<file path="config.mk">
export PLATFORM = sky130hd
export DESIGN_NAME = irq_controller_flat
export DESIGN_NICKNAME = d
export VERILOG_FILES = /design/src/rtl/irq_pkg.sv /design/src/rtl/irq_controller_if.sv /design/src/rtl/irq_edge_det.sv /design/src/rtl/irq_controller.sv /design/src/flat_wrapper.sv
export SDC_FILE = /design/constraint.sdc
export NUM_CORES = 1
export LEC_CHECK = 0
export BUFFER_PORTS_ARGS = -buffer_cell sky130_fd_sc_hd__buf_2
export CORE_AREA = 10 10 47 49
export DETAILED_ROUTE_END_ITERATION = 12
export DIE_AREA = 0 0 57 59
export PLACE_DENSITY = 0.72
export SYNTH_ARGS = -nofsm -noshare
export SYNTH_HDL_FRONTEND = slang
export SYNTH_SLANG_ARGS = --single-unit
</file>
<file path="constraint.sdc">
create_clock -name clk -period 1.3 [get_ports clk]
set_input_delay 0.13 -clock clk [delete_from_list [all_inputs] [get_ports clk]]
set_output_delay 0.13 -clock clk [all_outputs]
set_load 0.02 [all_outputs]
</file>
<file path="src/rtl/irq_pkg.sv">
// Shared types and constants for the interrupt controller.
//   state_t   : arbitration/service FSM states
//   MISSED_W  : width of the optional missed-edge counter
//   N_SRC_DEF : default number of interrupt sources
//   ID_W_DEF  : default width of the source ID
package irq_pkg;

    typedef enum logic [1:0] {
        IDLE    = 2'd0,
        REQ     = 2'd1,
        SERVICE = 2'd2
    } state_t;

    localparam int MISSED_W  = 8;
    localparam int N_SRC_DEF = 4;
    localparam int ID_W_DEF  = 2;

endpackage

</file>
<file path="src/rtl/irq_controller_if.sv">
// CPU-side request/acknowledge handshake of the interrupt controller.
//   irq    : request to the CPU
//   irq_id : index of the source being requested or serviced
//   iack   : CPU acknowledge, single-cycle pulse
//   eoi    : CPU end-of-interrupt, single-cycle pulse
// master = CPU side, slave = controller side.
interface irq_controller_if #(
    parameter int ID_W = irq_pkg::ID_W_DEF
);
    logic            irq;
    logic [ID_W-1:0] irq_id;
    logic            iack;
    logic            eoi;

    modport master (input irq, input irq_id, output iack, output eoi);
    modport slave  (output irq, output irq_id, input iack, input eoi);
endinterface

</file>
<file path="src/rtl/irq_edge_det.sv">
// Per-bit rising-edge detector.
//   clk, rst_n : clock, asynchronous active-low reset
//   sig        : input vector (synchronous to clk)
//   rise       : sig & ~previous sig, combinational
// History resets to 0, so a bit already high when reset releases is
// reported as an edge on the first clock.
module irq_edge_det #(
    parameter int W = 4
) (
    input  logic         clk,
    input  logic         rst_n,
    input  logic [W-1:0] sig,
    output logic [W-1:0] rise
);
    logic [W-1:0] prev;

    // NOTE: sequential state uses non-blocking assignments so every register
    // samples the pre-edge values, independent of block ordering.
    always_ff @(posedge clk or negedge rst_n) begin
        if (!rst_n) prev <= '0;
        else        prev <= sig;
    end

    assign rise = sig & ~prev;
endmodule

</file>
<file path="src/rtl/irq_controller.sv">
// Fixed-priority interrupt controller with iack/eoi handshake.
//   clk, rst_n : clock, asynchronous active-low reset
//   irq_in     : source lines (bit 0 = periodic timer pulse)
//   mask       : 1 = source excluded from arbitration (still latched)
//   pending    : latched pending bits
//   busy       : high while an interrupt is in service
//   bus        : irq/irq_id/iack/eoi handshake (slave side)
//   missed_cnt : saturating count of edges merged into an existing
//                request; present only when IRQ_MISSED_CNT_EN is defined
// Rising edges set pending bits; the lowest unmasked pending index wins.
module irq_controller
    import irq_pkg::*;
#(
    parameter int N_SRC = N_SRC_DEF,
    parameter int ID_W  = ID_W_DEF
) (
    input  logic                clk,
    input  logic                rst_n,
    input  logic [N_SRC-1:0]    irq_in,
    input  logic [N_SRC-1:0]    mask,
    output logic [N_SRC-1:0]    pending,
    output logic                busy,
    irq_controller_if.slave     bus
`ifdef IRQ_MISSED_CNT_EN
    ,
    output logic [MISSED_W-1:0] missed_cnt
`endif
);
    state_t          state;
    logic            irq_q;
    logic [ID_W-1:0] irq_id_q;
    logic [N_SRC-1:0] rise;
    logic [N_SRC-1:0] clr;
    logic [N_SRC-1:0] eligible;

    // Lowest set index wins; scanning downward lets lower bits overwrite.
    function automatic logic [ID_W-1:0] lowest_set(input logic [N_SRC-1:0] v);
        logic [ID_W-1:0] idx;
        idx = '0;
        for (int i = N_SRC - 1; i >= 0; i--) begin
            if (v[i]) idx = ID_W'(i);
        end
        return idx;
    endfunction

    irq_edge_det #(.W(N_SRC)) u_edge_det (
        .clk  (clk),
        .rst_n(rst_n),
        .sig  (irq_in),
        .rise (rise)
    );

    // NOTE: every signal written in always_comb gets a default first so no
    // path leaves it unassigned and no latch is inferred.
    always_comb begin
        clr = '0;
        if (state == REQ && bus.iack) clr[irq_id_q] = 1'b1;
    end

    assign eligible = pending & ~mask;

    // A new edge on the bit being acknowledged survives as a fresh request.
    always_ff @(posedge clk or negedge rst_n) begin
        if (!rst_n) pending <= '0;
        else        pending <= (pending & ~clr) | rise;
    end

    always_ff @(posedge clk or negedge rst_n) begin
        if (!rst_n) begin
            state    <= IDLE;
            irq_q    <= 1'b0;
            irq_id_q <= '0;
            busy     <= 1'b0;
        end else begin
            case (state)
                IDLE: begin
                    if (eligible != '0) begin
                        irq_id_q <= lowest_set(eligible);
                        irq_q    <= 1'b1;
                        state    <= REQ;
                    end
                end
                // Request is never retracted; iack takes precedence over eoi.
                REQ: begin
                    if (bus.iack) begin
                        irq_q <= 1'b0;
                        busy  <= 1'b1;
                        state <= SERVICE;
                    end
                end
                SERVICE: begin
                    if (bus.eoi) begin
                        busy  <= 1'b0;
                        state <= IDLE;
                    end
                end
                default: state <= IDLE;
            endcase
        end
    end

    assign bus.irq    = irq_q;
    assign bus.irq_id = irq_id_q;

`ifdef IRQ_MISSED_CNT_EN
    logic [N_SRC-1:0]  lost;
    logic [MISSED_W:0] missed_sum;

    // An edge is lost when its bit is already pending and not being cleared.
    assign lost       = rise & pending & ~clr;
    assign missed_sum = {1'b0, missed_cnt} + (MISSED_W + 1)'($countones(lost));

    always_ff @(posedge clk or negedge rst_n) begin
        if (!rst_n)               missed_cnt <= '0;
        else if (missed_sum[MISSED_W]) missed_cnt <= '1;
        else                      missed_cnt <= missed_sum[MISSED_W-1:0];
    end
`endif
endmodule

</file>
<file path="src/flat_wrapper.sv">
// flat-port wrapper written by rule: the top's interface ports become plain ports
module irq_controller_flat import irq_pkg::*;
#(
    parameter int N_SRC = N_SRC_DEF,
    parameter int ID_W  = ID_W_DEF
)
  (clk, rst_n, irq_in, mask, pending, busy, bus_irq, bus_irq_id, bus_iack, bus_eoi);
  irq_controller_if #(.ID_W(ID_W)) bus_i ();
  input  logic clk;
  input  logic rst_n;
  input  logic [N_SRC-1:0] irq_in;
  input  logic [N_SRC-1:0] mask;
  output logic [N_SRC-1:0] pending;
  output logic busy;
  output wire logic [$bits(bus_i.irq)-1:0] bus_irq;
  output wire logic [$bits(bus_i.irq_id)-1:0] bus_irq_id;
  input wire logic [$bits(bus_i.iack)-1:0] bus_iack;
  input wire logic [$bits(bus_i.eoi)-1:0] bus_eoi;
  assign bus_irq = bus_i.irq;
  assign bus_irq_id = bus_i.irq_id;
  assign bus_i.iack = bus_iack;
  assign bus_i.eoi = bus_eoi;
  irq_controller #(.N_SRC(N_SRC), .ID_W(ID_W)) u_core (.clk(clk), .rst_n(rst_n), .irq_in(irq_in), .mask(mask), .pending(pending), .busy(busy), .bus(bus_i));
endmodule
</file>
# After elaboration in Yosys (flattened, before gate mapping)
# Cells that the tools add are included.
dict set report totals {
  romBits 0
  latch_bits 0
  out_inout_bits 8
  mem_count 0
  elab_cells 47
  mem_bits_rw 0
  ff_bits 14
  in_bits 12
}
dict set report op_classes {
  bitwise 7
  order_cmp 2
  reduce_logical 10
  n_div 0
  addsub 0
  shifts 0
  eq_ne 5
  n_mux 17
  multipliers 0
}
# cell count
set ops {}
lappend ops {{2-bit two-way mux} 7}
lappend ops {{4-bit AND} 3}
lappend ops {{4-bit NOT} 3}
lappend ops {{3-bit AND reduction} 3}
lappend ops {{2-bit one-hot mux with 3 select lines} 1}
lappend ops {{1-bit two-way mux} 5}
lappend ops {{4-bit two-way mux} 1}
lappend ops {{2-bit != test, second input constant} 2}
lappend ops {{4-bit OR} 1}
lappend ops {{1-bit one-hot mux with 2 select lines} 2}
lappend ops {{2-bit nonzero test} 2}
lappend ops {{4-bit nonzero test} 1}
lappend ops {{2-bit by 3-bit < comparator with 1-bit output, second input constant} 1}
lappend ops {{1-bit demux with 2-bit select} 1}
lappend ops {{2-bit by 1-bit == test with 1-bit output, second input constant} 1}
lappend ops {{2-bit == test, second input constant} 1}
lappend ops {{2-bit by 1-bit >= comparator with 1-bit output, second input constant} 1}
lappend ops {{1-bit logical AND} 2}
lappend ops {{2-bit logical NOT} 1}
lappend ops {{2-bit by 1-bit != test with 1-bit output, second input constant} 1}
lappend ops {{2-bit AND reduction} 1}

# Logic depth before layout (Yosys ltp)
# Gate-level depths: netlist (run 1).
dict set report logic_depth {
  word_depth 8
  ltp_mapped 3
  mapped_depth_nobuf 3
}

# By module
# A second synthesis (run 1) with hierarchy kept.
dict set report hier_totals {
  cells_unflattened 54
  area_unflattened_um2 641.9
}
# mod area_per_inst_um2 cells_per_inst seq_area_each_um2 instances
set modules_own_cells {}
lappend modules_own_cells {irq_controller 486.7 46 250.2 1}
lappend modules_own_cells {irq_edge_det 155.1 8 100.1 1}

# Least setup slack after synthesis (run 1)
# No wires, ideal clock.
dict set report synth_timing {
  path_type {reg2reg}
  startpoint {register u_core.pending[1]}
  endpoint {register u_core.state[0]}
  slack_ns 0.101
  path_buffers 0
  path_stages_with_launch 4
  arrival_ns 1.063
  synth_period_minus_slack_ns 1.199
  setup_ns 0.135
  cell_sequence {dfrtp_1 -> nor2b_1 -> o41ai_2 -> o21ai_1}
}
dict set report synth_between {
  elab_chain_len 4
}
# element line
set synth_rtl {}
lappend synth_rtl {{start, declared} irq_controller.sv:21} ;# output logic [N_SRC-1:0] pending,
lappend synth_rtl {{start signal, assigned} irq_controller.sv:65} ;# else pending <= (pending & ~clr) | rise;
lappend synth_rtl {{4-bit AND} irq_controller.sv:60} ;# assign eligible = pending & ~mask;
lappend synth_rtl {{4-bit nonzero test} irq_controller.sv:77} ;# if (eligible != '0) begin
lappend synth_rtl {{2-bit by 1-bit != test with 1-bit output (no line)} --}
lappend synth_rtl {{3-bit AND reduction (no line)} --}
lappend synth_rtl {{end signal, assigned} irq_controller.sv:70} ;# state <= IDLE;
lappend synth_rtl {{end signal, assigned} irq_controller.sv:80} ;# state <= REQ;
lappend synth_rtl {{end signal, assigned} irq_controller.sv:88} ;# state <= SERVICE;
lappend synth_rtl {{end, declared} irq_controller.sv:29} ;# state_t state;
# No other way between the ends.
# A chain may end at the register's enable or synchronous reset.

# Worst setup path in the final report (run 1)
# Same ends and word-level chain as after synthesis.

==> results.ini, run 1 <==
[timing]
postLayoutSetupSlackWorst_ns = 0.119
setup_tns_ns = 0
maxSlewHeadroom = 0.797
rsz0062_at_grt = false
min_period_ns = 1.18
setup_violations = 0
slew_violations = 0
max_freq_ghz = 0.847
hold_viol_final = 0
post-route-period-util = 0.909
skew_ns = 0.00318
tightest_slew_ns = 0.305

[setup_path]
crit_path_max_fanout = 4
crit_family = compound AO/OA/AOI/OAI gates
path_cells = nor2b_1 -> o41ai_2 -> o21ai_1
crit_arrival_ns = 1.33
max_stage_delay_ns = 0.42
crit_slowest_cell = dfrtp_1
setup.worst_path.class = reg -> reg
critPathLaunchType = register
end_kind = register
crit_buf_inv = 0
cp_data_required_time_ns = 1.45

[power]
share_comb_of_total_power = 0.430
p_sw_mw = 0.727
power_frac_seq = 0.400
pwr-share-clk = 0.170
p_leak_nw = 0.375
power.share.switching = 0.404
peakVddDrop_mv = 0.985
p_int_mw = 1.07
power-per-cell-area_nw_per_um2 = 2250
fin_total_pwr_mw = 1.80

[placement]
hpwlAfterDp_um = 965
port_buffers = 19
place_congestion = 0.758
pre_cts_ws_ns = 0.141

[yosys]
seq_area_frac_synth = 0.593
yosysUniqueCellTypes = 17
syn_inst = 52
avgSynthCellArea_um2 = 11.4
yosys_warnings = 0
netlist_area_um2 = 591
synth_seq_cells = 14
synthesis.nets = 64

[die]
die_x_um = 57
coreArea_um2 = 1400
io_pins = 20
initial_core_util = 0.421
fp.dieH_um = 59
rows = 14
die_area_um2 = 3360

[final_layout]
final_cell_mix = buf_2 (19), dfrtp_1 (14), inv_1 (7)
num-fill-cells = 129
final_common_cell = buf_2
final_layout_size_suffix_gt1_frac = 0.358
layout.nets = 94
area_growth_pct = 35.4
diodes = 0

[routing]
num_vias = 472
drt-pass1-iter-count = 2
drc = 0
wl_mm = 1.25
routed_via_density = 4.87
drt_iter0_drc = 3
detail-route-antenna-nets = 0
routedWlPerCell_um = 12.9

[global_route]
grtUsageTotal = 0.0768
grt_pass1_wl_mm = 2.10
overflow = 0
grt_max_degree = 15
grt_antenna_before_repair = 0
grt_pass1_vias = 479

[cts]
clk_pin_slew_ns = 0.09
clock_latency_ns = 0.27
htree_num_levels = 1
cts.sinks = 14
postCtsResizedCells = 0
cts_hold_repair.buffers = 5
cts_root_buffer = clkbuf_4
cts.path.max_buffers = 2
post_cts.repair.setup_buffers = 0
tritoncts = yes
cts_made_buffers = 3

[worst_hold_path]
hold_class = in -> reg

[outcome]
status = finished clean

[job]
max-cap-violations = 0

## layer usage
layer | global-route usage | share of wire
met1 | 0.0806 | 0.44
met3 | 0.0322 | 0.043
met5 | 0 | 0
met4 | 0.0302 | 0.011
met2 | 0.133 | 0.51
## through the flow
| stage | cell area (um2) | instances | utilization | hold WS (ns) |
|---|---|---|---|---|
| after global placement | 713 | 88 | 0.509 | 0.0400 |
| after CTS | 800 | 97 | 0.571 | 0.0360 |
| final | 800 | 97 | 0.571 | 0.0458 |
| after global routing | 800 | 97 | 0.571 | 0.0394 |
| after detailed placement | 713 | 88 | 0.509 | 0.0370 |
| after floorplan | 591 | 52 | - | -0.166 |
## power by group through the flow
stage | clock network (mW) | logic [mW] | registers [mW]
final | 0.306 | 0.775 | 0.720
after global routing | 0.336 | 0.864 | 0.739
after CTS | 0.310 | 0.785 | 0.721
after detailed placement | 0 | 0.770 | 0.729
after global placement | 0 | 0.770 | 0.724
after floorplan | 0 | 0.385 | 0.860
## registers in the layout (all words and copies together), names as in the netlist
name	count
u_core.state	2
u_core.u_edge_det.prev	4
u_core.bus.irq_id	2
u_core.bus.irq	1
u_core.busy	1
u_core.pending	4
## final cells by class
type	instances	area, um2	area share
clock buffers	4	36.3	0.0454
inverters	7	26.3	0.0329
multi-input cells	31	214	0.268
flip-flops and latches	14	350	0.438
well taps	16	20.0	0.0250
repair buffers	25	153	0.191
## cell families (layout without fill, tap and decap cells)
kind of cell,count (synthesis),in the layout,share of synthesized area
AOI/OAI and AO/OA,18,18,0.231
DFF,14,14,0.593
and+or+nand+nor,13,13,0.131
buffers and inverters,7,36,0.0445
## synth_stat cells (all sizes together)
cell type  count  share of area
dfrtp         14           0.59
inv            7          0.044
o21ai          6          0.051
o31ai          5          0.064
nand2          4          0.025
a21oi          3          0.025
nor2           3          0.032
nor2b          3          0.032
a221oi         1          0.025
and2b          1          0.013
nand2b         1          0.011
nand3b         1          0.019
o21a           1          0.013
o2bb2ai        1          0.025
o41ai          1          0.028
## worst paths after layout
kind | slack [ns] | depth (start not counted) | startpoint | endpoint
setup / recovery | 0.12 | 3 | u_core.pending[1] | u_core.state[0]
hold / removal | 0.05 | 2 | bus_eoi | u_core.state[1]
setup reg to reg | 0.12 | 3 | u_core.pending[1] | u_core.state[0]
hold reg to reg | 0.41 | 1 | u_core.u_edge_det.prev[0] | u_core.pending[0]
max in group asynchronous | 0.80 | 2 | rst_n | u_core.busy
min in group asynchronous | 0.27 | 2 | rst_n | u_core.u_edge_det.prev[0]
## worst reg2reg max path, stage by stage (launching register included)
cell and delay (ns):
dfrtp_1 0.42, nor2b_1 0.16, o41ai_2 0.37, o21ai_1 0.11
Power figures use the tool's default switching activity.
==> run 2, diff against run 1 <==
- CORE_AREA: 10 10 47 49 -> unset
- CORE_MARGIN: unset -> 10
- CORE_UTILIZATION: unset -> 47
- DIE_AREA: 0 0 57 59 -> unset
- PLACE_DENSITY: 0.72 -> 0.74
- SYNTH_HIERARCHICAL: unset -> 1
==> results.ini, run 2 <==
[outcome]
status = finished clean

[worst_hold_path]
min_to = u_core/state[1]
min-delay-start = bus_eoi
hold_class = in -> reg
worstHoldPathCells = 2

[die]
die_area_um2 = 3240
initial_core_util = 0.493
fp.dieH_um = 57.0
io_pins = 20
coreArea_um2 = 1300
rows = 13
die_x_um = 57.0

[global_route]
grtUsageMet3 = 0.0575
overflow = 0
grt_pass1_vias = 516
grt_max_degree = 15
top_usage_layer = met2
grtUsageTotal = 0.0842
grt_pass1_wl_mm = 2.21
gr-usage-met1 = 0.0865
grt_antenna_before_repair = 0
met2_usage = 0.133

[final_layout]
final_common_cell = buf_2
area_growth_pct = 29.4
final_cell_mix = buf_2 (19), dfrtp_1 (14), nor2_1 (6), dlygate4sd3_1 (5), nand2b_1 (5)
multiInputGateArea_um2 = 280
layout.nets = 94
diodes = 0
reg_top3 = u_core/pending (4), u_core/u_edge_det/prev (4)
num-fill-cells = 116
final_layout_size_suffix_gt1_frac = 0.383
final_cells = 96
finish.utilization = 0.638
seq_area_um2 = 350

[power]
peakVddDrop_mv = 1.12
pwr-share-clk = 0.171
p_int_mw = 1.09
power.share.switching = 0.396
power-per-cell-area_nw_per_um2 = 2170
share_comb_of_total_power = 0.400
power_frac_seq = 0.429
p_sw_mw = 0.714
p_leak_nw = 0.377

[cts]
cts_hold_repair.buffers = 5
cts.sinks = 14
cts.path.max_buffers = 2
clock_latency_ns = 0.28
tritoncts = yes
htree_num_levels = 1
cts_made_buffers = 3
post_cts.repair.setup_buffers = 0
clk_pin_slew_ns = 0.08
postCtsResizedCells = 0
cts_root_buffer = clkbuf_4

[yosys]
synth_mux_area_frac = 0
yosys_warnings = 6
synth_area_leaders = dfrtp_1 (55%), nor2b_4 (8.6%), nand2b_1 (4.9%), a21boi_2 (3.5%), nor2_1 (3.5%)
post-synth-top-count-cell = dfrtp_1
synth_seq_cells = 14
yosys.area.top_type = dfrtp_1
netlist_area_um2 = 642
synth_simple_gate_area_frac = 0.273
synthesis.nets = 66
seq_area_frac_synth = 0.546
yosysUniqueCellTypes = 19
avgSynthCellArea_um2 = 11.9
synth_top_family_by_area = simple AND/OR/NAND/NOR gates
synth_edf_count = 0
synth-xor-area-share = 0
async_flop_share = 1.00
synth_top_area_frac = 0.546
syn_inst = 54
synth_compound_area_frac = 0.164
synth_commonest_cells = dfrtp_1 (14), nor2_1 (6), nand2b_1 (5)
synthFlopType = dfrtp_1
synth_fa_ha_area_frac = 0

[routing]
routed_via_density = 5.14
num_vias = 493
detail-route-antenna-nets = 0
wl_mm = 1.38
drc = 0
drt_iter0_drc = 12
routedWlPerCell_um = 14.3
drt-pass1-iter-count = 4

[setup_path]
crit_path_max_fanout = 6
cp_data_required_time_ns = 1.47
r2r_slack_ns = 0.18
setup.worst_path.class = reg -> reg
path_cells = and4bb_1 -> nand2_1 -> a21o_1
crit_slowest_cell = dfrtp_1
timing.rr.end = u_core/pending[2]
crit_arrival_ns = 1.29
reg2regPathDepth = 3
r2r-start = u_core/state[1]
max_stage_delay_ns = 0.47
end_kind = register
critPathLaunchType = register

[timing]
hold_viol_final = 0
rsz0062_at_grt = false
min_period_ns = 1.12
setup_violations = 0
skew_ns = 0.00216
max_freq_ghz = 0.896
tightest_slew_ns = 0.310
whs_ns = 0.0653
setup_tns_ns = 0
post-route-period-util = 0.858
slew_violations = 0
maxSlewHeadroom = 0.793
postLayoutSetupSlackWorst_ns = 0.184

[placement]
pre_cts_ws_ns = 0.194
dp_cells = 87
place_congestion = 0.776
port_buffers = 19
hpwlAfterDp_mm = 1.02

[job]
max-cap-violations = 0

run 2: layout make-up:
cell class                      count  area share
Sequential cell                    14       0.422
Multi-Input combinational cell     39       0.337
Timing Repair Buffer               24       0.175
Clock buffer                        4      0.0437
Tap cell                           15      0.0226
run 2: power by group through the flow:
stage	sequential, mW	clock, mW	combinational, mW
floorplan	0.877	0	0.411
global placement	0.777	0	0.707
detailed placement	0.781	0	0.718
CTS	0.774	0.317	0.731
global route	0.804	0.334	0.788
finish	0.774	0.308	0.722
run 2: worst max-delay path: cells and delay by family, from the launching register on:
family           cells  cell delay, ns
AO/OA/AOI/OAI        1            0.17
flip-flops           1            0.47
AND/OR/NAND/NOR      2            0.37
run 2: cells by family after synthesis:
kind of cell	count (synthesis)
flip-flops	14
buffers and inverters	1
AND/OR/NAND/NOR	25
AO/OA/AOI/OAI	14
run 2: how the worst max path moves through the flow:
stage,startpoint,to,cells past startpoint
2_1_floorplan,u_core/bus.irq_id[0],u_core/pending[2],3
3_3_place_gp,u_core/state[0],u_core/pending[2],3
3_5_place_dp,u_core/state[1],u_core/bus.irq,3
4_1_cts,u_core/state[0],u_core/pending[2],3
5_1_grt,u_core/state[0],u_core/pending[2],3
6_report,u_core/state[1],u_core/pending[2],3
run 2: per-stage QoR:
step | instance area, um2 | power [mW]
5_1_grt | 831 | 1.93
3_5_place_dp | 744 | 1.50
2_1_floorplan | 642 | 1.29
3_3_place_gp | 744 | 1.48
6_report | 831 | 1.80
4_1_cts | 831 | 1.82
run 2: layer usage:
layer,up-vias,part of all wire
met3,2,0.097
met2,20,0.50
met4,0,0.0065
met1,230,0.40
li1,241,-
met5,-,0
==> run 3, diff against run 2 <==
- CORE_UTILIZATION: 47 -> 43
- PLACE_DENSITY: 0.74 -> 0.72
- clock period: 1.3 -> 0.95 ns (I/O delays scaled with it)
==> results.ini, run 3 (same netlist as run 2, synthesis figures left out) <==
[outcome]
status = finished, violations left
violations = setup timing

[final_layout]
final_cell_mix = buf_6 (17), buf_2 (10), buf_4 (10), dfrtp_1 (8)
final_layout_size_suffix_gt1_frac = 0.626
layout.nets = 113
diodes = 0
num-fill-cells = 84
area_growth_pct = 73.1
multiInputGateArea_um2 = 335
final_cells = 114
seq_area_um2 = 358
final_common_cell = buf_6
reg_top3 = u_core/pending (4), u_core/u_edge_det/prev (4)

[setup_path]
cp_data_required_time_ns = 0.85
critPathLaunchType = register
crit_slowest_cell = dfrtp_2
path_common_cell = buf_6
crit_path_max_fanout = 3
end_kind = output pin
crit_family = flip-flops
setup.worst_path.class = reg -> out
crit_buf_inv = 2
path_cells = buf_6 -> buf_6
max_stage_delay_ns = 0.44
crit_arrival_ns = 0.97

[power]
fin_total_pwr_mw = 3.51
power-per-cell-area_nw_per_um2 = 3160
p_leak_nw = 0.510
peakVddDrop_mv = 2.22

[timing]
min_period_ns = 1.07
setup_violations = 12
skew_ns = 0.00179
maxSlewHeadroom = 0.787
postLayoutSetupSlackWorst_ns = -0.116
post-route-period-util = 1.12
slew_violations = 0
whs_ns = 0.0992
rsz0062_at_grt = true
hold_viol_final = 0
tightest_slew_ns = 0.319
max_freq_ghz = 0.938

[cts]
clk_pin_slew_ns = 0.08
clock_latency_ns = 0.29
tritoncts = yes
cts.path.max_buffers = 2
cts.sinks = 14
cts_made_buffers = 3
cts_root_buffer = clkbuf_4
htree_num_levels = 1

[global_route]
grt_max_degree = 15
grtUsageTotal = 0.0992
overflow = 0
grt_pass1_vias = 587
grt_antenna_before_repair = 0
grt_pass1_wl_mm = 2.62

[routing]
num_vias = 573
detail-route-antenna-nets = 0
routed_via_density = 5.03
wl_mm = 1.77
routedWlPerCell_um = 15.5
drt_iter0_drc = 4
drt-pass1-iter-count = 4
drc = 0

[die]
initial_core_util = 0.475
die_area_um2 = 3440
rows = 13
die_x_um = 58.6
fp.dieH_um = 58.6
coreArea_um2 = 1350
io_pins = 20

[placement]
dp_cells = 99
hpwlAfterDp_mm = 1.15
port_buffers = 19
place_congestion = 0.736

[job]
max-cap-violations = 0

[worst_hold_path]
hold_class = in -> reg

==> run 3: timing repair <==
action                     4_1_cts  5_1_grt
hold buffers                     5        1
gates resized for setup         18       19
pin swaps                        5        5
hold endpoints to repair        18        1
setup endpoints to repair       14       16
setup buffers                    5        2
==> run 3: power breakdown <==
part | internal [mW] | switching [mW]
clock | 0.148 | 0.193
sequential | 0.835 | 0.246
combinational | 1.24 | 0.852
==> run 3: path summary, 6_finish.rpt <==
kind | to | slack [ns] | depth (start not counted) | from
worst max-delay path | pending[1] | -0.12 | 2 | u_core/pending[1]
worst max register to register | u_core/pending[2] | -0.11 | 3 | u_core/state[1]
worst min-delay path | u_core/state[0] | 0.1 | 3 | bus_iack
min in group asynchronous | u_core/u_edge_det/prev[2] | 0.23 | 2 | rst_n
max in group asynchronous | u_core/state[1] | 0.46 | 2 | rst_n
worst min register to register | u_core/pending[3] | 0.55 | 1 | u_core/pending[3]
==> run 3: layer usage <==
metal  up-vias  GRT usage  share of wire
met5         -          0              0
met4         0     0.0492          0.016
met3         3     0.0579          0.099
met2        19      0.152           0.49
met1       270      0.107           0.40
li1        281          -              -
==> run 3: worst min-delay path, stage by stage <==
cell and delay [ns]:
buf_2 0.11, a21oi_2 0.06, o21a_1 0.09
==> run 3: layout make-up <==
cell class,instances,share of cell area
multi-input combinational,39,0.302
timing repair buffer,43,0.339
tap,15,0.0169
sequential,14,0.322
clock buffer,3,0.0203
==> run 3: per-stage QoR <==
stage	utilization	TNS (ns)	setup slack, ns	instance area (um2)
floorplan	-	-0.203	-0.0946	662
global placement	0.633	-0.253	-0.0845	855
detailed placement	0.633	-0.286	-0.115	855
CTS	0.756	-0.594	-0.114	1020
global route	0.823	-1.12	-0.144	1110
finish	0.823	-0.645	-0.116	1110
